`src/rtl/arkanoid_pkg.sv`:
```
// Shared Arkanoid definitions: serve controller state encoding and default clock/tick rates.
package arkanoid_pkg;

  typedef enum logic [1:0] {
    IDLE   = 2'd0,
    START  = 2'd1,
    COUNT  = 2'd2,
    LAUNCH = 2'd3
  } serve_state_t;

  localparam int DEFAULT_CLK_HZ  = 25_000_000;
  localparam int DEFAULT_TICK_HZ = 60;

endpackage

```
`src/rtl/tick_prescaler.sv`:
```
// Divides clk down to a one-cycle tick every DIV enabled cycles; holds while disabled.
module tick_prescaler #(
  parameter int DIV = 10
) (
  input  logic clk,
  input  logic reset,
  input  logic clear,
  input  logic enable,
  output logic tick
);

  localparam int W = (DIV > 1) ? $clog2(DIV) : 1;
  localparam logic [W-1:0] LAST = W'(DIV - 1);

  logic [W-1:0] count;

  always_ff @(posedge clk or negedge reset) begin
    if (!reset)
      count <= '0;
    else if (clear)
      count <= '0;
    else if (enable)
      count <= (count == LAST) ? '0 : count + 1'b1;
  end

  assign tick = enable && (count == LAST);

endmodule

```
`src/rtl/serve_countdown_ctrl.sv`:
```
// Serve countdown controller: kicks the countdown timer, feeds it ticks, and
// holds the ball on the paddle until the timer reports zero.
module serve_countdown_ctrl
  import arkanoid_pkg::*;
#(
  parameter int CLK_HZ     = DEFAULT_CLK_HZ,
  parameter int TICK_HZ    = DEFAULT_TICK_HZ,
  parameter int COUNT_SECS = 3
) (
  input  logic       clk,
  input  logic       reset,
  input  logic       serve_req,
  input  logic       pause,
  input  logic       timer_up,
  output logic       timer_start,
  output logic       timer_tick,
  output logic       ball_hold,
  output logic       ball_launch,
  output logic [1:0] count_digit,
  output logic       busy
);

  localparam int DIV = CLK_HZ / TICK_HZ;
  localparam int SW  = (TICK_HZ > 1) ? $clog2(TICK_HZ) : 1;
  localparam logic [SW-1:0] SUB_LAST  = SW'(TICK_HZ - 1);
  localparam logic [1:0]    DIGIT_TOP = 2'(COUNT_SECS);

  serve_state_t state, next_state;
  logic [SW-1:0] sub_cnt;
  logic [1:0]    digit;
  logic          presc_clear;
  logic          presc_en;

  tick_prescaler #(.DIV(DIV)) u_prescaler (
    .clk    (clk),
    .reset  (reset),
    .clear  (presc_clear),
    .enable (presc_en),
    .tick   (timer_tick)
  );

  always_ff @(posedge clk or negedge reset) begin
    if (!reset)
      state <= IDLE;
    else
      state <= next_state;
  end

  // A serve request restarts from any state except START itself; in START the
  // timer_up input is still the stale zero from the previous run and is ignored.
  always_comb begin
    next_state  = state;
    timer_start = 1'b0;
    ball_hold   = 1'b0;
    ball_launch = 1'b0;
    busy        = 1'b0;
    count_digit = 2'd0;
    presc_clear = 1'b0;
    presc_en    = 1'b0;
    case (state)
      IDLE: begin
        if (serve_req)
          next_state = START;
      end
      START: begin
        timer_start = 1'b1;
        ball_hold   = 1'b1;
        busy        = 1'b1;
        count_digit = DIGIT_TOP;
        presc_clear = 1'b1;
        next_state  = COUNT;
      end
      COUNT: begin
        ball_hold   = 1'b1;
        busy        = 1'b1;
        count_digit = digit;
        presc_en    = !pause;
        if (serve_req)
          next_state = START;
        else if (timer_up)
          next_state = LAUNCH;
      end
      LAUNCH: begin
        ball_launch = 1'b1;
        busy        = 1'b1;
        next_state  = serve_req ? START : IDLE;
      end
      default: next_state = IDLE;
    endcase
  end

  // One HUD digit per TICK_HZ ticks; the digit bottoms out at 1 while waiting for timer_up.
  always_ff @(posedge clk or negedge reset) begin
    if (!reset) begin
      sub_cnt <= '0;
      digit   <= 2'd0;
    end else if (state == START) begin
      sub_cnt <= '0;
      digit   <= DIGIT_TOP;
    end else if (timer_tick) begin
      if (sub_cnt == SUB_LAST) begin
        sub_cnt <= '0;
        if (digit > 2'd1)
          digit <= digit - 2'd1;
      end else begin
        sub_cnt <= sub_cnt + 1'b1;
      end
    end
  end

endmodule

```
`config.mk`:
```
export PLATFORM = sky130hd
export DESIGN_NAME = serve_countdown_ctrl
export DESIGN_NICKNAME = d
export VERILOG_FILES = /design/src/rtl/arkanoid_pkg.sv /design/src/rtl/tick_prescaler.sv /design/src/rtl/serve_countdown_ctrl.sv
export SDC_FILE = /design/constraint.sdc
export NUM_CORES = 1
export LEC_CHECK = 0
export ABC_AREA = 1
export CORE_MARGIN = 5
export CORE_UTILIZATION = 45
export DETAILED_ROUTE_END_ITERATION = 8
export HOLD_SLACK_MARGIN = 0.1
export PLACE_DENSITY_LB_ADDON = 0.05
export SLEW_MARGIN = 40
export SYNTH_ARGS = -nofsm -noshare
export SYNTH_HDL_FRONTEND = slang
export SYNTH_SLANG_ARGS = --single-unit
```
`constraint.sdc`:
```
create_clock -name clk -period 1.67 [get_ports clk]
set_input_delay 0.334 -clock clk [delete_from_list [all_inputs] [get_ports clk]]
set_output_delay 0.334 -clock clk [all_outputs]
set_load 0.05 [all_outputs]
```
Word-level counts from Yosys, hierarchy flattened

Cells that the tools add are included.
Widths: inputs -> output; s select.

Output and inout bits: 7
Logic and storage cells: 47
Register bits: 29

Mux-type cells: 21
Eq/ne operators: 7
$add $sub $neg: 3
Reduce and logical (&&, ||, !) cells: 11
Magnitude comparators: 1

Operators by type and width:

| operator              | number |
|---|---|
| $mux 19               | 3 |
| $add 19x1->19 const B | 1 |
| $eq 19x19->1 const B  | 1 |
| $mux 6                | 3 |
| $mux 2                | 7 |
| $pmux 2 s4            | 1 |
| $reduce_bool 2->1     | 4 |
| $add 6x1->6 const B   | 1 |
| $eq 6x6->1 const B    | 1 |
| $mux 1                | 6 |
| $eq 2x2->1 const B    | 2 |
| $pmux 2 s2            | 1 |
| $ne 3x3->1 const B    | 1 |
| $reduce_and 3->1      | 1 |
| $reduce_or 3->1       | 1 |
| $eq 2x1->1 const B    | 1 |
| $gt 2x1->1 const B    | 1 |
| $logic_not 2->1       | 1 |
| $ne 2x2->1 const B    | 1 |
| $reduce_and 2->1      | 1 |
| $reduce_or 2->1       | 1 |
| $sub 2x1->2 const B   | 1 |
| $logic_and 1x1->1     | 1 |
| $logic_not 1->1       | 1 |

Logic depth before layout (Yosys ltp)

Gate-level depths: netlist of the first run.

Depth in word-level cells: 5
Depth in mapped cells: 10
Mapped depth without buffers: 10

Hierarchy

From an unflattened synthesis of the first run, not the netlist that was laid out.

Cells, all modules: 276
Area total of the unflattened synthesis: 1,936.9 sq um

Modules (own cells, without submodules):

| module               | area an instance (sq um) | seq. area each (sq um) | times used | cells each |
|---|---|---|---|---|
| tick_prescaler       | 1,262.5                  | 475.5                  | 1          | 188 |
| serve_countdown_ctrl | 674.4                    | 250.2                  | 1          | 88 |

Least setup slack after synthesis of the first run

Ideal clock, no wire load.

Path type: register to output
From: register state[1]
To: output port count_digit[0]
Data required time: 1,336 ps
Slack: -995 ps
Buffers on the path: 1
Stages on the path, launching flop included: 6
Data arrival time: 2,331 ps
Cells stage by stage: dfrtp_1 > inv_1 > ha_1 > inv_2 > buf_1 > a21oi_1

Word-level cells in the longest chain between the ends: 2
Elaborated cells between the ends (all ways): 3
Classes of those cells: 2 x eq/ne; 1 x mux

RTL lines:

| element                                  | RTL line                   | source |
|---|---|---|
| from (decl)                              | serve_countdown_ctrl.sv:28 | `serve_state_t state, next_state;` |
| from (signal assigned)                   | serve_countdown_ctrl.sv:46 | `state <= next_state;` |
| $eq 2x2->1 or $eq 2x1->1 (tied branches) | serve_countdown_ctrl.sv:60 | `case (state)` |
| $pmux 2 s2 *                             | serve_countdown_ctrl.sv:60 |  |
| to (decl)                                | serve_countdown_ctrl.sv:19 | `output logic [1:0] count_digit,` |

Mark *: on every way between the ends. The rest lies on a longest branch, timed or not.

Worst setup path in the final report of the first run

From: register u_prescaler.count[1]
To: output port timer_tick

Word-level cells in the longest chain between the ends: 2

RTL lines:

| element                | RTL line                   | source |
|---|---|---|
| from (decl)            | tick_prescaler.sv:15       | `logic [W-1:0] count;` |
| from (signal assigned) | tick_prescaler.sv:23       | `count <= (count == LAST) ? '0 : count + 1'b1;` |
| $eq 19x19->1           | tick_prescaler.sv:26       | `assign tick = enable && (count == LAST);` |
| $logic_and 1x1->1      | tick_prescaler.sv:26       |  |
| to (decl)              | serve_countdown_ctrl.sv:16 | `output logic timer_tick,` |

No other way between the ends.

==> impl_metrics.ini, run 1 <==
[outcome]
status = complete, but fails checks
violations = negative setup slack

[global_route]
use_met3_pct = 3.66
antenna_found_initial = 0
grt_max_degree = 30
grt_use_total_pct = 18.1
top_usage_layer = met2
gr-usage-met1_pct = 22.5
grt_pass1_wl_um = 9030
grt_overflow = 0
grt_pass1_vias = 1989
grt_use_met2_pct = 31.8

[place]
detailedPlace.worstSlack_ps = -23.3
gp_congestion = 0.883
dpl.hpwl_um = 3860
place_inst = 383
portBuffers = 11
dpl_cell_area_mm2 = 0.00255

[clock_network]
clk_pin_slew_ps = 70
clk_path_buf_depth = 2
cts_made_buffers = 5
clock_latency_ps = 280
cts_sinks = 29
tritoncts = yes
cts-htree-levels = 2
clockRootBuffer = clkbuf_8

[timing]
fin_hold_ws_ps = 442
period_share_pct = 109
fin_worst_skew_ps = 6.41
worstMarginPinSlew_ps = 393
period_minus_slack_ps = 1820
fin_ws_ps = -152
fin_tns_setup_ps = -381
drv_slew = 0
rsz0062_at_grt = yes
maxSlewHeadroom_pct = 73.6
hold_violations = 0
finalSetupViolCount = 5
fmax_mhz = 549

[logic_synthesis]
synth_top_cell_by_area = dfrtp_1
async_flop_share_pct = 100
synth_edf_count = 0
ys_warn_count = 0
ys_top_cells_by_area = dfrtp_1, nand2_1, nor2_1
synth_cell_types = 30
syn_area_mm2 = 0.00208
synth_seq_area_share_pct = 34.9
synth_fp_nets = 315
synth_top_area_share_pct = 34.9
synth_cells = 301
ys_seq_elements = 29
ys.flop_type = dfrtp_1
synth_area_per_cell_um2 = 6.92

[detailed_routing]
via_per_inst = 5.03
vias = 2043
firstDrtPassIters = 4
drcViolationCount = 0
drt_iter0_drc = 91
finalWirelength_um = 5260
wl_per_cell_um = 13.0
postRouteAntennaNets = 0

[power_and_ir_drop]
power_frac_seq_pct = 22.5
intPower_uw = 2450
clockPowerShare_pct = 15.1
ir_worst_vdd_mv = 1.62
power.switching_uw = 1890
combPwrFrac_pct = 62.4
leakagePower_uw = 0.00127
power_density_mw_per_mm2 = 1530
power_switching_share_pct = 43.6

[worst_setup_path]
endpoint_kind = primary output
path_max_fanout = 2
worstPathArrival_ps = 1490
crit_required_ps = 1340
ff2ff_path_depth = 11
r2r_slack_ps = 0
worstSetupPathType = reg2out
reg2reg_to = u_prescaler.count[12]
reg2reg_from = u_prescaler.count[0]
crit_path_start_kind = flop

[cells_and_area]
insertedDiodeCount = 0
finalNonFillerCells = 406
fillers = 381
multiInputGateArea_mm2 = 0.00127
regArea_um2 = 728
area.growth.synth_to_final_pct = 36.7
nNetsFinal = 367
drive_gt1_share_pct = 30.8
fin_area_mm2 = 0.00285

[floorplan]
io_pins = 12
fp.dieArea_mm2 = 0.00609
start_util_pct = 47.2
rows = 24
die_y_um = 78.0
die_w_um = 78.0
core_area_mm2 = 0.00441

[min_path]
hp-class = in2async

[job]
drv_cap = 0
[per-layer routing]
layer / share of wire (%) / wire length, um
met1: 44 / 2330
met2: 51 / 2680
met3: 3.2 / 167
met4: 1.5 / 80
met5: 0 / 0
[flip-flops by register name (all words and copies together), names as in the netlist]
register,count
u_prescaler.count,19
digit,2
sub_cnt,6
state,2
[Yosys cell counts, types with 4 or more instances]
library cell	n
inv_2	4
nand4_1	16
nand2_2	7
ha_1	9
inv_1	37
nand3_1	18
o21ai_0	14
nor2_1	38
or2_2	4
nand2_1	82
a21oi_1	4
o21ai_2	5
xor2_1	4
dfrtp_1	29
nor2_2	5
nor3_1	6
[logic make-up after synthesis]
logic type / after synthesis / share of synthesized area (%)
flops: 29 / 34.9
buf+inv: 47 / 9.19
fa+ha+maj: 9 / 5.41
compound gates: 28 / 8.05
xor+xnor: 6 / 2.52
simple gates: 182 / 40.0
[worst max-delay path, cell delays in order (launching register included)]
cell	delay, ps
dfrtp_1	400
inv_2	90
ha_4	130
nand2_2	50
nor3_2	120
nand3_2	130
nor2_4	140
buf_12	140
[what timing repair did]
action                                  CTS  global route
buffers inserted                         11             4
gates resized for setup                  12            23
hold buffers                              0             0
pin swaps                                 5             8
endpoints found under the setup margin    3            27
[cell usage in the layout (no fill, tap or decap), drive strengths merged]
master         count
xor2               4
and2               1
a21oi              4
nor3               6
o32ai              1
xnor2              2
clkbuf             7
o21ai             20
a211oi             1
o22ai              2
clkinv             1
buf               46
nor2              45
inv               41
or2                4
ha                 9
nand3             19
nand2             91
clkdlybuf4s50      4
clkinvlp           1
dfrtp             29
nand4             16
[metrics by stage]
stage	util (%)	power [uW]
final	64.5	4340
after global routing	64.5	4630
after CTS	62.9	4260
after detailed placement	57.7	3310
after global placement	57.7	3290
after floorplan	-	2450
[worst max-delay path by stage]
stage,cells after the start,start,to,slack [ps]
global placement,8,pause,digit[1],40
global route,7,u_prescaler.count[1],timer_tick,-200
finish,7,u_prescaler.count[1],timer_tick,-150
floorplan,5,state[1],count_digit[0],-20
CTS,7,u_prescaler.count[1],timer_tick,-140
detailed placement,8,pause,u_prescaler.count[4],-20
[layout make-up]
class                           count  share of cell area [%]
Inverter                           42                    6.11
Multi-Input combinational cell    225                    44.7
Tap cell                           52                    2.29
Clock inverter                      1                   0.176
Clock buffer                        7                    3.39
Sequential cell                    29                    25.6
Timing Repair Buffer               50                    17.7
[power by group through the flow]
| stage | registers, uW | clock network (uW) | logic (uW) |
|---|---|---|---|
| floorplan | 974 | 0 | 1480 |
| global placement | 967 | 0 | 2320 |
| detailed placement | 971 | 0 | 2340 |
| CTS | 964 | 670 | 2630 |
| global route | 1000 | 709 | 2920 |
| finish | 976 | 656 | 2710 |
(Power assumes the default switching activity.)
==> run 2, diff against run 1 <==
--- a/config.mk
+++ b/config.mk
@@ -7,7 +7,7 @@
 export LEC_CHECK = 0
 export ABC_AREA = 1
 export CORE_MARGIN = 5
-export CORE_UTILIZATION = 45
+export CORE_UTILIZATION = 54
 export DETAILED_ROUTE_END_ITERATION = 8
 export HOLD_SLACK_MARGIN = 0.1
 export PLACE_DENSITY_LB_ADDON = 0.05
==> impl_metrics.ini, run 2 (synthesis gave the netlist of run 1 again) <==
[job]
drv_cap = 0

[power_and_ir_drop]
combPwrFrac_pct = 65.7
power.switching_uw = 2100
power_frac_seq_pct = 20.6
power_density_mw_per_mm2 = 1630
ir_worst_vdd_mv = 1.87
leakagePower_uw = 0.00131
clockPowerShare_pct = 13.7
intPower_uw = 2720
power_switching_share_pct = 43.6

[cells_and_area]
largest-register = u_prescaler.count
final_cell_mix = nand2_1, nor2_1, inv_1, buf_4, dfrtp_1
fillers = 237
final_core_util_pct = 80.1
drive_gt1_share_pct = 31.8
nNetsFinal = 372
insertedDiodeCount = 0
top_regs = u_prescaler.count: 19 flops, sub_cnt: 6 flops
largest_reg_flops = 19
area.growth.synth_to_final_pct = 41.9
layout_commonest_cell = nand2_1

[clock_network]
clock_latency_ps = 280
clk_path_buf_depth = 2
cts_hold_buffers = 0
tritoncts = yes
clk_pin_slew_ps = 70
cts-htree-levels = 2
cts_sinks = 29
clockRootBuffer = clkbuf_8
cts_made_buffers = 5

[detailed_routing]
finalWirelength_um = 5830
vias = 2159
via_per_inst = 5.30
firstDrtPassIters = 4
postRouteAntennaNets = 0
drt_iter0_drc = 235
drcViolationCount = 0
wl_per_cell_um = 14.3

[min_path]
hp-class = in2async

[worst_setup_path]
endpoint_kind = primary output
path_max_fanout = 3
worstSetupPathType = reg2out
crit_path_start_kind = flop
worstPathArrival_ps = 1490
crit_required_ps = 1340

[global_route]
grt_pass1_vias = 2068
grt_pass1_wl_um = 9250
grt_max_degree = 30
grt_overflow = 0
grt_use_total_pct = 22.4
antenna_found_initial = 0

[timing]
drv_slew = 0
finalSetupViolCount = 24
fin_ws_ps = -153
maxSlewHeadroom_pct = 71.9
period_share_pct = 109
hold_violations = 0
fin_worst_skew_ps = 4.32
fmax_mhz = 548
period_minus_slack_ps = 1820
worstMarginPinSlew_ps = 420
rsz0062_at_grt = yes
fin_hold_ws_ps = 439

[floorplan]
fp.dieArea_mm2 = 0.00520
die_y_um = 72.1
start_util_pct = 56.4
rows = 22
die_w_um = 72.1
io_pins = 12
core_area_mm2 = 0.00369

[outcome]
status = complete, but fails checks
violations = negative setup slack

[place]
dpl.hpwl_um = 3830
gp_congestion = 0.894
portBuffers = 11
-- run 2: cell type report --
class | count | area, um2 | share of cell area [%]
clock buffers | 7 | 96.3 | 3.26
clock inverters | 1 | 5.00 | 0.169
multi-input cells | 225 | 1310 | 44.4
inverters | 42 | 176 | 5.97
well taps | 48 | 60.1 | 2.03
flip-flops and latches | 29 | 727 | 24.6
repair buffers | 55 | 577 | 19.5
-- run 2: through the flow --
| step | instances | total power (uW) | setup TNS [ps] | cell area, um2 | setup WS [ps] |
|---|---|---|---|---|---|
| floorplan | 301 | 2450 | -40.3 | 2150 | -20.2 |
| finish | 407 | 4820 | -1880 | 2950 | -153 |
| global route | 407 | 5090 | -3470 | 2950 | -220 |
| detailed placement | 380 | 3330 | -356 | 2550 | -105 |
| CTS | 397 | 4250 | -437 | 2750 | -146 |
| global placement | 380 | 3280 | -241 | 2550 | -114 |
-- run 2: final timing paths --
path	from	endpoint	slack (ps)	cells after the start
worst max register to register	state[0]	sub_cnt[1]	-120	10
worst min register to register	sub_cnt[5]	sub_cnt[5]	510	2
worst max-delay path	state[0]	timer_tick	-150	7
max in group asynchronous	reset	state[1]	930	2
worst min-delay path	reset	state[1]	440	2
min in group clk	sub_cnt[5]	sub_cnt[5]	510	2
-- run 2: power groups by stage --
stage / sequential [uW] / combinational [uW] / clock [uW]
finish: 993 / 3170 / 661
global route: 1010 / 3370 / 706
CTS: 967 / 2620 / 662
detailed placement: 976 / 2360 / 0
global placement: 971 / 2310 / 0
floorplan: 974 / 1480 / 0
-- run 2: repair_timing --
| item | CTS | global route |
|---|---|---|
| gates resized for setup | 12 | 38 |
| setup buffers | 9 | 10 |
| setup endpoints to repair | 4 | 27 |
| pin swaps | 6 | 9 |
-- run 2: routing by layer --
metal,routed length (um),track usage (%)
met1,2290,26.1
met2,3160,39.8
met3,251,4.57
met4,128,9.19
met5,0,0
-- run 2: critical path, stage by stage (launching register included) --
cell and delay (ps):
dfrtp_1 400, inv_2 110, ha_4 150, inv_2 40, nor2_4 130, inv_1 100, nor2_4 130, buf_12 140
